[config.mk]
export PLATFORM = sky130hd
export DESIGN_NAME = pad_encoder
export DESIGN_NICKNAME = d
export VERILOG_FILES = /design/src/rtl/pad_encoder_pkg.sv /design/src/rtl/pad_encoder_debounce.sv /design/src/rtl/pad_encoder.sv
export SDC_FILE = /design/constraint.sdc
export NUM_CORES = 1
export LEC_CHECK = 0
export ABC_AREA = 0
export CAP_MARGIN = 40
export CORE_MARGIN = 3
export CORE_UTILIZATION = 60
export CTS_CLUSTER_DIAMETER = 150
export DETAILED_ROUTE_END_ITERATION = 7
export GPL_TIMING_DRIVEN = 0
export PLACE_DENSITY_LB_ADDON = 0.25
export RECOVER_POWER = 50
export REMOVE_ABC_BUFFERS = 1
export SLEW_MARGIN = 10
export SYNTH_ARGS = -nofsm -noshare
export SYNTH_HDL_FRONTEND = slang
export SYNTH_SLANG_ARGS = --single-unit
export TNS_END_PERCENT = 5
[constraint.sdc]
create_clock -name clk -period 2.92 [get_ports clk]
set_input_delay 0.438 -clock clk [delete_from_list [all_inputs] [get_ports clk]]
set_output_delay 0.438 -clock clk [all_outputs]
set_load 0.02 [all_outputs]
[src/rtl/pad_encoder_pkg.sv]
// Shared arrow-code constants and helpers for the arrow game.
// The arrow, collision and display paths use the same code values.
package pad_encoder_pkg;

  typedef enum logic [4:0] {
    CODE_BEGIN       = 5'd0,
    CODE_UP          = 5'd10,
    CODE_DOWN        = 5'd11,
    CODE_LEFT        = 5'd12,
    CODE_RIGHT       = 5'd13,
    CODE_UP_DOWN     = 5'd14,
    CODE_UP_LEFT     = 5'd15,
    CODE_UP_RIGHT    = 5'd16,
    CODE_DOWN_LEFT   = 5'd17,
    CODE_DOWN_RIGHT  = 5'd18,
    CODE_LEFT_RIGHT  = 5'd19,
    CODE_NO          = 5'd20
  } arrow_code_e;

  typedef enum logic [1:0] {
    ST_IDLE,
    ST_COLLECT,
    ST_EMIT
  } pad_state_e;

  function automatic logic [2:0] popcount4(input logic [3:0] m);
    return 3'(m[0]) + 3'(m[1]) + 3'(m[2]) + 3'(m[3]);
  endfunction

  // Mask bit order is {Up, Down, Left, Right}.
  function automatic arrow_code_e mask_to_code(input logic [3:0] m);
    arrow_code_e code;
    code = CODE_BEGIN;
    case (m)
      4'b1000: code = CODE_UP;
      4'b0100: code = CODE_DOWN;
      4'b0010: code = CODE_LEFT;
      4'b0001: code = CODE_RIGHT;
      4'b1100: code = CODE_UP_DOWN;
      4'b1010: code = CODE_UP_LEFT;
      4'b1001: code = CODE_UP_RIGHT;
      4'b0110: code = CODE_DOWN_LEFT;
      4'b0101: code = CODE_DOWN_RIGHT;
      4'b0011: code = CODE_LEFT_RIGHT;
      default: code = (popcount4(m) >= 3'd3) ? CODE_NO : CODE_BEGIN;
    endcase
    return code;
  endfunction

endpackage

[src/rtl/pad_encoder_debounce.sv]
// Two-flop synchronizer plus stable-count debouncer for one push button.
// The debounced level flips only after DEBOUNCE_CYCLES consecutive differing samples.
module pad_debounce #(
  parameter int DEBOUNCE_CYCLES = 500000
) (
  input  logic clk,
  input  logic reset_n,
  input  logic raw,
  output logic level
);

  localparam int CW = (DEBOUNCE_CYCLES > 1) ? $clog2(DEBOUNCE_CYCLES) : 1;
  localparam logic [CW-1:0] CNT_LAST = CW'(DEBOUNCE_CYCLES - 1);

  logic          sync1_reg;
  logic          sync2_reg;
  logic          level_reg;
  logic [CW-1:0] cnt_reg;

  always_ff @(posedge clk or negedge reset_n) begin
    if (!reset_n) begin
      sync1_reg <= 1'b0;
      sync2_reg <= 1'b0;
      level_reg <= 1'b0;
      cnt_reg   <= '0;
    end else begin
      sync1_reg <= raw;
      sync2_reg <= sync1_reg;
      if (sync2_reg != level_reg) begin
        if (cnt_reg == CNT_LAST) begin
          level_reg <= ~level_reg;
          cnt_reg   <= '0;
        end else begin
          cnt_reg <= cnt_reg + 1'b1;
        end
      end else begin
        cnt_reg <= '0;
      end
    end
  end

  assign level = level_reg;

endmodule

[src/rtl/pad_encoder.sv]
// Player-input front end: debounces four buttons, groups near-simultaneous
// presses into one chord and emits a one-cycle arrow-code event.
module pad_encoder
  import pad_encoder_pkg::*;
#(
  parameter int DEBOUNCE_CYCLES = 500000,
  parameter int CHORD_CYCLES    = 2000000
) (
  input  logic       clk,
  input  logic       reset_n,
  input  logic       Up,
  input  logic       Down,
  input  logic       Left,
  input  logic       Right,
  input  logic       enable,
  output logic [3:0] held,
  output logic       press_valid,
  output logic [4:0] press_code,
  output logic       chord_error
);

  localparam int CCW = (CHORD_CYCLES > 1) ? $clog2(CHORD_CYCLES) : 1;
  localparam logic [CCW-1:0] CHORD_LAST = CCW'(CHORD_CYCLES - 1);

  logic [3:0]     raw;
  logic [3:0]     held_db;
  logic [3:0]     held_prev_reg;
  logic [3:0]     rises;

  pad_state_e     state_reg, state_next;
  logic [3:0]     mask_reg, mask_next;
  logic [CCW-1:0] cnt_reg, cnt_next;
  logic           valid_reg, valid_next;
  logic           err_reg, err_next;
  logic [4:0]     code_reg, code_next;

  assign raw = {Up, Down, Left, Right};

  generate
    for (genvar gi = 0; gi < 4; gi++) begin : g_btn
      pad_debounce #(
        .DEBOUNCE_CYCLES(DEBOUNCE_CYCLES)
      ) u_debounce (
        .clk    (clk),
        .reset_n(reset_n),
        .raw    (raw[gi]),
        .level  (held_db[gi])
      );
    end
  endgenerate

  assign rises = held_db & ~held_prev_reg;

  always_ff @(posedge clk or negedge reset_n) begin
    if (!reset_n) begin
      held_prev_reg <= '0;
      state_reg     <= ST_IDLE;
      mask_reg      <= '0;
      cnt_reg       <= '0;
      valid_reg     <= 1'b0;
      err_reg       <= 1'b0;
      code_reg      <= '0;
    end else begin
      held_prev_reg <= held_db;
      state_reg     <= state_next;
      mask_reg      <= mask_next;
      cnt_reg       <= cnt_next;
      valid_reg     <= valid_next;
      err_reg       <= err_next;
      code_reg      <= code_next;
    end
  end

  // Event outputs are registered on the COLLECT->EMIT transition, so they are
  // high exactly during the EMIT cycle.
  always_comb begin
    state_next = state_reg;
    mask_next  = mask_reg;
    cnt_next   = cnt_reg;
    valid_next = 1'b0;
    err_next   = 1'b0;
    code_next  = code_reg;
    case (state_reg)
      ST_IDLE, ST_EMIT: begin
        if (enable && (rises != 4'b0000)) begin
          mask_next  = rises;
          cnt_next   = '0;
          state_next = ST_COLLECT;
        end else begin
          state_next = ST_IDLE;
        end
      end
      ST_COLLECT: begin
        if (!enable) begin
          mask_next  = '0;
          cnt_next   = '0;
          state_next = ST_IDLE;
        end else begin
          mask_next = mask_reg | rises;
          if (cnt_reg == CHORD_LAST) begin
            state_next = ST_EMIT;
            valid_next = 1'b1;
            code_next  = mask_to_code(mask_next);
            err_next   = (popcount4(mask_next) >= 3'd3);
          end else begin
            cnt_next = cnt_reg + 1'b1;
          end
        end
      end
      default: state_next = ST_IDLE;
    endcase
  end

  assign held        = held_db;
  assign press_valid = valid_reg;
  assign press_code  = code_reg;
  assign chord_error = err_reg;

endmodule

==> run summary, run 1 <==
Worst slew pin tran - 1.166 ns
CTS tree - done
Post CTS Setup Buffer Count - 0
Critical path peak fanout - 6
Worst skew pair latency - 0.52 ns
Avg Inst Size Synth - 9.666 µm²
CP endpoint kind - register
Sequential power share - 0.462
EDFF count, synth - 0
Share of layout cells above drive strength 1 - 0.07445
RSZ-0062 raised after global routing - false
FF/Latch Area - 3153 µm²
Via density - 5.763
Pin count of the biggest net entering global routing - 79
WHS Path Cells - 0
Synth warnings - 0
Area Overhead vs Synth - 13.30%
I/O Buffers - 17
Hold Path Class - register to register
DR pass1 iterations - 5
CTS clk-pin slew, worst paths - 0.06 ns
First-pass GRT wire length - 20.45 mm
Register area share after synthesis - 0.5011
Initial Util - 0.6293
Power Density - 547.3 nW/µm²
Footprint of the multi-input gates - 2972 µm²
Final setup violation count - 0
Initial DRC Count - 258
Async SR Flop Fraction - 1.000
Ant diodes - 0
Reg2Reg Depth - 10
Total track usage - 0.2175
Rows - 36
Root buf cell - clkbuf_8
Minimum hold slack - 0.3528 ns
Max reg flops - 76
Final wirelength - 11.65 mm
Final period util - 0.8983
Slew Limit Fails - 0
Initial antenna violation count - 0
Post-DP HPWL - 7.773 mm
I/O pin cnt - 18
Top-count cell post-synth - dfrtp_1
Crit path DAT - 3.02 ns
Clock skew - 0.009682 ns
Crit path time final - 2.623 ns
Final core utilization - 0.7130
Synth cell types - 55
Maximum vdd drop - 499.4 µV
Cell Int Power - 3.022 mW
Mapped Cells - 651
Crit-path cells - or2b_1 > nand2_1 > inv_1 > fa_1 > inv_1 > ha_1 > ha_1 > a31oi_1 > o21bai_1 > o21ai_0
Residual DRC count - 0
Setup CP Type - register to register
Static Leakage - 2.929 nW
Largest stage delay on the critical path - 0.49 ns
Met2 Wirelength - 5.484 mm
Global placement routability congestion - 0.9693
Post-synth top area share - 0.5011
Prevailing post-synth register cell - dfrtp_1
Post-synth top area cell - dfrtp_1
Net Sw Frac - 0.2257
Max Used Layer - met4
Slew headroom - 0.2224
Routed WL per cell - 14.24 µm
Pwr Total - 3.902 mW
Net Sw Power - 880.6 µW
Core area - 10000 µm²
Ranking of synthesized cells by area - dfrtp_1, xnor2_1, nor2_1
Die Ht - 108.4 µm
Pre-CTS setup slack - 0.2464 ns
M1 WL - 5.584 mm
Global route total overflow - 0
Vias - 4,714
DP Cell Count - 784
Clock H-tree levels - 4
CP max-delay cell - fa_1
FMAX - 381.2 MHz
Final WS setup - 0.2969 ns
Total CTS buffers - 17
WP data required - 3.31 ns
Clk sinks - 126
Met3 Wirelength - 380 µm
Logic pwr share - 0.026
Area of the mapped netlist - 6292 µm²
Outcome - complete, no violations
Die W - 108.4 µm
Nets - 692
Die area - 11,750 µm²
Final Hold Violating Endpoints - 0
MaxCap Viol Count - 0
Vias in the first global route - 4,616
Register bit count reported by yosys - 126
Critical Path Source Type - register
Clock power frac - 0.512
Non-filler cells, final - 818
Fillers - 757
Top cells by count, synth - dfrtp_1, nor2_1, nand2_1
Clock Path Buffers - 2
Antenna Nets Post-Route - 0
## metrics by stage
stage | TNS, ns | instance area [µm²]
finish | 0 | 7129
global placement | -429.92 | 6526
detailed placement | 0 | 6576
CTS | 0 | 7151
global route | 0 | 7129
floorplan | 0 | 6190
## cells by family after synthesis
group / after synthesis / share of synthesized area
simple gates: 330 / 0.2647
flops: 126 / 0.5011
xor+xnor: 72 / 0.1002
compound gates: 67 / 0.07059
buf+inv: 38 / 0.02764
fa+ha+maj: 13 / 0.02704
mux: 5 / 0.008749
## placed cells by master (no fill, tap or decap), drive strengths merged, types with 17 or more instances in the layout
cell / synthesis / final
a21oi: 18 / 18
xnor2: 46 / 46
nand3: 44 / 44
o21ai: 18 / 18
clkbuf: 4 / 22
nor4: 20 / 20
nor3: 25 / 25
nand4: 17 / 17
nand2: 55 / 55
dfrtp: 126 / 126
xor2: 26 / 26
inv: 19 / 20
nor2: 103 / 103
## routing by layer
layer | global-route usage | vias to the layer above
li1 | - | 2320
met1 | 0.2898 | 2284
met2 | 0.3442 | 90
met3 | 0.05433 | 20
met4 | 0.08476 | 0
met5 | 0 | -
## cell type report
type | instances | share of cell area
Sequential cell | 126 | 0.4423
Multi-Input combinational cell | 487 | 0.4168
Clock buffer | 19 | 0.05914
Timing Repair Buffer | 21 | 0.02843
Tap cell | 133 | 0.02334
Clock inverter | 13 | 0.02001
Inverter | 19 | 0.01000
## critical path: cells and delay by family (launching register included)
| family | cells | cell delay [ns] |
|---|---|---|
| AOI/OAI and AO/OA | 3 | 0.49 |
| adders and majority gates | 3 | 0.95 |
| buffers and inverters | 2 | 0.16 |
| DFF | 1 | 0.46 |
| and+or+nand+nor | 2 | 0.43 |
## worst paths after layout
path,start,to,slack [ns]
max,g_btn[3].u_debounce.level,press_code[2],0.30
min reg2reg,g_btn[0].u_debounce.sync1_reg,g_btn[0].u_debounce.sync2_reg,0.35
max in group asynchronous,reset_n,g_btn[2].u_debounce.cnt_reg[16],0.53
min in group asynchronous,reset_n,cnt_reg[15],0.69
max reg2reg,g_btn[3].u_debounce.level,press_code[2],0.30
min,g_btn[0].u_debounce.sync1_reg,g_btn[0].u_debounce.sync2_reg,0.35
## power groups by stage
stage	clock, mW	combinational (mW)	sequential, mW
after CTS	2.04	0.111	1.80
after floorplan	0	0.0493	1.83
after detailed placement	0	0.108	1.83
after global routing	2.11	0.117	1.81
after global placement	0	0.100	1.83
final	2.00	0.100	1.80
## what timing repair did
item / 4_1_cts / 5_1_grt
resized for setup: 0 / 0
hold buffers: 1 / 0
hold endpoints to repair: 48 / 0
(Power assumes the default switching activity.)
==> run 2, diff against run 1 <==
--- a/config.mk
+++ b/config.mk
@@ -10,11 +10,13 @@
 export CORE_MARGIN = 3
 export CORE_UTILIZATION = 60
 export CTS_CLUSTER_DIAMETER = 150
+export CTS_CLUSTER_SIZE = 30
 export DETAILED_ROUTE_END_ITERATION = 7
 export GPL_TIMING_DRIVEN = 0
 export PLACE_DENSITY_LB_ADDON = 0.25
 export RECOVER_POWER = 50
 export REMOVE_ABC_BUFFERS = 1
+export SKIP_CTS_REPAIR_TIMING = 1
 export SLEW_MARGIN = 10
 export SYNTH_ARGS = -nofsm -noshare
 export SYNTH_HDL_FRONTEND = slang
==> run 2 against run 1 <==
Maximum frequency is 0.12% higher. Sequential power hardly changed. Wire length is 0.15% lower. Combinational power hardly changed. Sequential share of layout area stayed put. Total power hardly changed. Final area stayed put. First-iteration DRC count is 5.4% higher. Sequential cell count stayed put. Global-route usage stayed put. Critical endpoint unchanged.
==> run summary, run 2 (synthesized netlist as in run 1, its figures left out) <==
Maximum vdd drop - 498.6 µV (-0.16%)
Max Used Layer - met4
Clk sinks - 126 (unchanged)
Final instance area - 7129 µm² (unchanged)
Sequential power share - 0.462 (about the same)
Reg-to-Reg Start - g_btn[3].u_debounce.level
Die Ht - 108.4 µm (unchanged)
Dpl cell area - 6576 µm² (unchanged)
Initial Util - 0.6293 (unchanged)
Final wirelength - 11.63 mm (-0.15%)
Final WS setup - 0.3000 ns (+0.003103 ns)
Via density - 5.780 (+0.30%)
RSZ-0062 raised after global routing - false
Share of layout cells above drive strength 1 - 0.07445 (unchanged)
Largest stage delay on the critical path - 0.49 ns (about the same)
Net Sw Frac - 0.2250 (-0.0006934)
Global route total overflow - 0 (unchanged)
Pwr Total - 3.899 mW (about the same)
Crit path time final - 2.620 ns (-0.003103 ns)
Die area - 11,750 µm² (unchanged)
Rows - 36 (unchanged)
Final period util - 0.8973 (-0.001063)
Cell Int Power - 3.022 mW (about the same)
I/O pin cnt - 18 (unchanged)
Reg2Reg Depth - 10 (unchanged)
Final core utilization - 0.7130 (unchanged)
Hold Startpoint - g_btn[0].u_debounce.sync1_reg
Pin count of the biggest net entering global routing - 79 (unchanged)
Post-DP HPWL - 7.773 mm (unchanged)
MaxCap Viol Count - 0 (unchanged)
Worst slew pin tran - 1.167 ns (+0.0008128 ns)
Nets - 692 (unchanged)
Clock Path Buffers - 2 (unchanged)
Crit path DAT - 3.01 ns (about the same)
I/O Buffers - 17 (unchanged)
Final setup violation count - 0 (unchanged)
Root buf cell - clkbuf_8
Critical Path Source Type - register
Most frequent cells in the layout - dfrtp_1, nor2_1, nand2_1
FF-to-FF End - press_code[2]
FMAX - 381.7 MHz (+0.12%)
Antenna Nets Post-Route - 0 (unchanged)
Initial DRC Count - 272 (+5.4%)
First-pass GRT wire length - 20.45 mm (unchanged)
Slew Limit Fails - 0 (unchanged)
Worst skew pair latency - 0.52 ns (about the same)
Vias - 4,728 (+0.30%)
Total CTS buffers - 17 (unchanged)
Outcome - complete, no violations
Initial antenna violation count - 0 (unchanged)
Logic pwr share - 0.026 (about the same)
Worst Hold Endpoint - g_btn[0].u_debounce.sync2_reg
Final Hold Violating Endpoints - 0 (unchanged)
Clock power frac - 0.512 (about the same)
Met2 Wirelength - 5.492 mm (+0.15%)
CTS clk-pin slew, worst paths - 0.06 ns (about the same)
Core area - 10000 µm² (unchanged)
Vias in the first global route - 4,616 (unchanged)
Minimum hold slack - 0.3528 ns (-0.00002100 ns)
Routed WL per cell - 14.22 µm (-0.15%)
Pre-CTS setup slack - 0.2464 ns (unchanged)
Die W - 108.4 µm (unchanged)
Max reg flops - 76 (unchanged)
CP endpoint kind - register
Crit-path cells - or2b_1 > nand2_1 > inv_1 > fa_1 > inv_1 > ha_1 > ha_1 > a31oi_1 > o21bai_1 > o21ai_0
CP max-delay cell - fa_1
M1 WL - 5.567 mm (-0.30%)
Met3 Wirelength - 387 µm (+1.8%)
Area Overhead vs Synth - 13.30% (unchanged)
WP data required - 3.31 ns (about the same)
R2r setup slk - 0.30 ns (about the same)
Power Density - 546.8 nW/µm² (about the same)
Clock H-tree levels - 4 (unchanged)
Global placement routability congestion - 0.9693 (unchanged)
Critical path peak fanout - 6 (unchanged)
Ant diodes - 0 (unchanged)
DR pass1 iterations - 6 (+1)
Setup CP Type - register to register
Residual DRC count - 0 (unchanged)
Net Sw Power - 877.1 µW (-0.40%)
Clock skew - 0.007958 ns (-0.001724 ns)
WHS Path Cells - 0 (unchanged)
Hold Path Class - register to register
Total track usage - 0.2175 (unchanged)
Static Leakage - 2.929 nW (unchanged)
Most common cell after layout, fill and taps aside - dfrtp_1
Slew headroom - 0.2218 (-0.0005420)
CTS tree - done
run 2: metal layers:
| metal | GRT usage | vias up |
|---|---|---|
| li1 | - | 2319 |
| met3 | 0.05433 | 20 |
| met4 | 0.08476 | 0 |
| met2 | 0.3442 | 92 |
| met1 | 0.2898 | 2297 |
| met5 | 0 | - |
run 2: layout make-up:
class / instances / area, µm²
Tap cell: 133 / 166.4
Multi-Input combinational cell: 487 / 2972
Inverter: 19 / 71.32
Clock buffer: 19 / 421.7
Timing Repair Buffer: 21 / 202.7
Sequential cell: 126 / 3153
Fill cell: 757 / 2870
Clock inverter: 13 / 142.6
run 2: worst max path at each step:
stage                     cells after the start                        endpoint                 startpoint
after floorplan                              10                   press_code[4]  g_btn[0].u_debounce.level
after global placement                        1  g_btn[2].u_debounce.cnt_reg[0]                    reset_n
after detailed placement                      7                      cnt_reg[5]                     enable
after CTS                                    10                   press_code[4]  g_btn[3].u_debounce.level
after global routing                          3   g_btn[2].u_debounce.sync1_reg                    reset_n
final                                        10                   press_code[2]  g_btn[3].u_debounce.level
run 2: metrics by stage:
| step | setup TNS (ns) | cells |
|---|---|---|
| after floorplan | 0 | 632 |
| after global placement | -429.92 | 782 |
| after detailed placement | 0 | 784 |
| after CTS | 0 | 816 |
| after global routing | 0 | 818 |
| final | 0 | 818 |
run 2: worst max-delay path, delay by kind of cell (launching register included):
family,cells,cell delay [ns]
fa+ha+maj,3,0.95
compound gates,3,0.49
flops,1,0.46
simple gates,2,0.43
buf+inv,2,0.17
run 2: power groups by stage:
stage	clock, mW	combinational (mW)	sequential (mW)
floorplan	0	0.0493	1.83
global placement	0	0.100	1.83
detailed placement	0	0.108	1.83
CTS	2.04	0.109	1.80
global route	2.11	0.117	1.81
finish	2.00	0.100	1.80
==> run 3, diff against run 2 <==
--- a/config.mk
+++ b/config.mk
@@ -6,7 +6,7 @@
 export NUM_CORES = 1
 export LEC_CHECK = 0
 export ABC_AREA = 0
-export CAP_MARGIN = 40
+export CAP_MARGIN = 20
 export CORE_MARGIN = 3
 export CORE_UTILIZATION = 60
 export CTS_CLUSTER_DIAMETER = 150
@@ -20,5 +20,6 @@
 export SLEW_MARGIN = 10
 export SYNTH_ARGS = -nofsm -noshare
 export SYNTH_HDL_FRONTEND = slang
+export SYNTH_HIERARCHICAL = 1
 export SYNTH_SLANG_ARGS = --single-unit
 export TNS_END_PERCENT = 5
==> run 3 against run 2 <==
The run now ends with max-capacitance violations, max-slew violations left. Hold slack got worse by 0.0014 ns. Non-clock buffer count decreased by 2. Via count increased by 7.7%. Wire length up 14%. Register-to-register slack worse by 0.14 ns. Clock power decreased by 5%. Combinational power rose by 8%. First-iteration DRC count grew 93%. Clock skew down 0.00072 ns. Critical path depth shrank 4.
==> run summary, run 3 <==
Most common cell after layout, fill and taps aside - dfrtp_1
Ant diodes - 0 (unchanged)
Failing checks - max-capacitance violations, max-slew violations
Critical path peak fanout - 16 (+10)
I/O pin cnt - 18 (unchanged)
Outcome - finished with violations
Rows - 37 (+2.8%)
Static Leakage - 3.025 nW (+3.3%)
Final Hold Violating Endpoints - 0 (unchanged)
Worst slew pin tran - 1.975 ns (+0.8076 ns)
Total track usage - 0.2412 (+0.02365)
Share of layout cells above drive strength 1 - 0.08321 (+0.008761)
Hold Path Class - register to register
Logic pwr share - 0.028 (+0.002)
Post-DP HPWL - 8.791 mm (+13%)
Maximum vdd drop - 506.7 µV (+1.6%)
Non-filler cells, final - 833 (+1.8%)
DP Cell Count - 801 (+2.2%)
Final setup violation count - 0 (unchanged)
Clk sinks - 126 (unchanged)
Async SR Flop Fraction - 1.000 (unchanged)
Die W - 110.0 µm (+1.5%)
Power Density - 521.5 nW/µm² (-4.6%)
Die area - 12,100 µm² (+3.0%)
Clock Path Buffers - 2 (unchanged)
Total CTS buffers - 17 (unchanged)
CTS tree - done
Worst skew pair latency - 0.52 ns (about the same)
Net Sw Power - 814.1 µW (-7.2%)
Setup_tns - 0 ns (unchanged)
Initial DRC Count - 525 (+93%)
Post-synth top area share - 0.4857 (-0.01536)
Clock power frac - 0.499 (-0.013)
Avg Inst Size Synth - 9.761 µm² (+0.99%)
Antenna Nets Post-Route - 0 (unchanged)
Global placement routability congestion - 0.8927 (-7.9%)
Setup CP Type - primary input to register
FMAX - 355.8 MHz (-6.8%)
MaxCap Viol Count - 1 (+1)
Vias in the first global route - 5,008 (+8.5%)
Routed WL per cell - 15.87 µm (+12%)
Pwr Total - 3.808 mW (-2.3%)
Residual DRC count - 0 (unchanged)
Die Ht - 110.0 µm (+1.5%)
Net Sw Frac - 0.2138 (-0.01119)
Synth cell types - 60 (+9.1%)
Clock skew - 0.007236 ns (-0.0007221 ns)
Slew Limit Fails - 33 (+33)
Top cells by count, synth - dfrtp_1, nor2_1, xnor2_1
Pre-CTS setup slack - -0.3337 ns (-0.5801 ns)
Crit path DAT - 3.25 ns (+0.24 ns)
Final instance area - 7302 µm² (+2.4%)
Post-synth top area cell - dfrtp_1
Clock H-tree levels - 4 (unchanged)
Reg2Reg Depth - 5 (-5)
Initial antenna violation count - 0 (unchanged)
RSZ-0062 raised after global routing - false
CTS clk-pin slew, worst paths - 0.06 ns (about the same)
Area Overhead vs Synth - 12.49%
Core area - 10,420 µm² (+4.2%)
Dpl cell area - 6763 µm² (+2.8%)
Max reg flops - 76 (unchanged)
Slew headroom - -0.3166 (-0.5384)
Final core utilization - 0.7010 (-0.01194)
Final WS setup - 0.1095 ns (-0.1905 ns)
Register bit count reported by yosys - 126 (unchanged)
Synth warnings - 6 (+6)
Pin count of the biggest net entering global routing - 95 (+20%)
Critical Path Source Type - primary input
WP data required - 3.36 ns (+0.05 ns)
Nets - 705 (+1.9%)
I/O Buffers - 17 (unchanged)
Final wirelength - 13.22 mm (+14%)
Crit path time final - 2.810 ns (+0.1905 ns)
Root buf cell - clkbuf_8
Vias - 5,092 (+7.7%)
Sequential power share - 0.473 (+0.011)
Prevailing post-synth register cell - dfrtp_1
EDFF count, synth - 0 (unchanged)
DR pass1 iterations - 6 (unchanged)
Via density - 6.113 (+5.8%)
WHS Path Cells - 0 (unchanged)
Global route total overflow - 0 (unchanged)
Final period util - 0.9625 (+0.06523)
Ranking of synthesized cells by area - dfrtp_1, xnor2_1, nor2_1
Initial Util - 0.6232 (-0.006071)
Minimum hold slack - 0.3514 ns (-0.001364 ns)
Area of the mapped netlist - 6491 µm² (+3.2%)
Mapped Cells - 665 (+2.2%)
Cell Int Power - 2.994 mW (-0.91%)
CP endpoint kind - register
Most frequent cells in the layout - dfrtp_1, nor2_1, xnor2_1
Top-count cell post-synth - dfrtp_1
Register area share after synthesis - 0.4857 (-0.01536)
First-pass GRT wire length - 22.89 mm (+12%)
-- run 3: metal layers --
layer / global-route usage / vias up / share of wire
met5: 0 / - / 0
met1: 0.2981 / 2505 / 0.43
li1: - / 2413 / -
met4: 0.09795 / 0 / 0.017
met2: 0.4042 / 147 / 0.51
met3: 0.06174 / 27 / 0.041
-- run 3: power groups by stage --
stage	Sequential (mW)	Combinational [mW]	Clock (mW)
CTS	1.80	0.112	1.93
detailed placement	1.83	0.111	0
global placement	1.83	0.104	0
global route	1.80	0.126	2.01
finish	1.80	0.108	1.90
floorplan	1.82	0.0528	0
-- run 3: cell families after synthesis --
logic type,count (synthesis),share of synthesized area
AND/OR/NAND/NOR,313,0.2577
flip-flops,126,0.4857
AO/OA/AOI/OAI,99,0.1056
XOR/XNOR,59,0.07961
buffers and inverters,47,0.03180
adder cells (fa/ha/maj),13,0.02621
multiplexers,8,0.01330
-- run 3: layout make-up --
cell class / instances / area [µm²]
multi-input combinational: 492 / 3134
tap: 136 / 170.2
sequential: 126 / 3153
clock inverter: 6 / 60.06
fill: 748 / 3114
inverter: 29 / 108.9
timing repair buffer: 19 / 201.4
clock buffer: 25 / 474.2
-- run 3: worst max-delay path: stages --
cell,delay [ns]
clkdlybuf4s50_1,0.55
nand3b_1,0.49
or4b_4,0.76
o21ai_0,0.61
o21ai_0,0.20
a31oi_1,0.20
-- run 3: worst paths after layout --
| check | slack, ns | from | endpoint |
|---|---|---|---|
| max | 0.11 | enable | cnt_reg[13] |
| min reg2reg | 0.35 | g_btn[3].u_debounce/sync1_reg | g_btn[3].u_debounce/sync2_reg |
| max in group asynchronous | 0.69 | reset_n | g_btn[3].u_debounce/cnt_reg[7] |
| min in group asynchronous | 1.02 | reset_n | g_btn[1].u_debounce/cnt_reg[4] |
| min | 0.35 | g_btn[3].u_debounce/sync1_reg | g_btn[3].u_debounce/sync2_reg |
| max reg2reg | 0.16 | state_reg[1] | cnt_reg[13] |
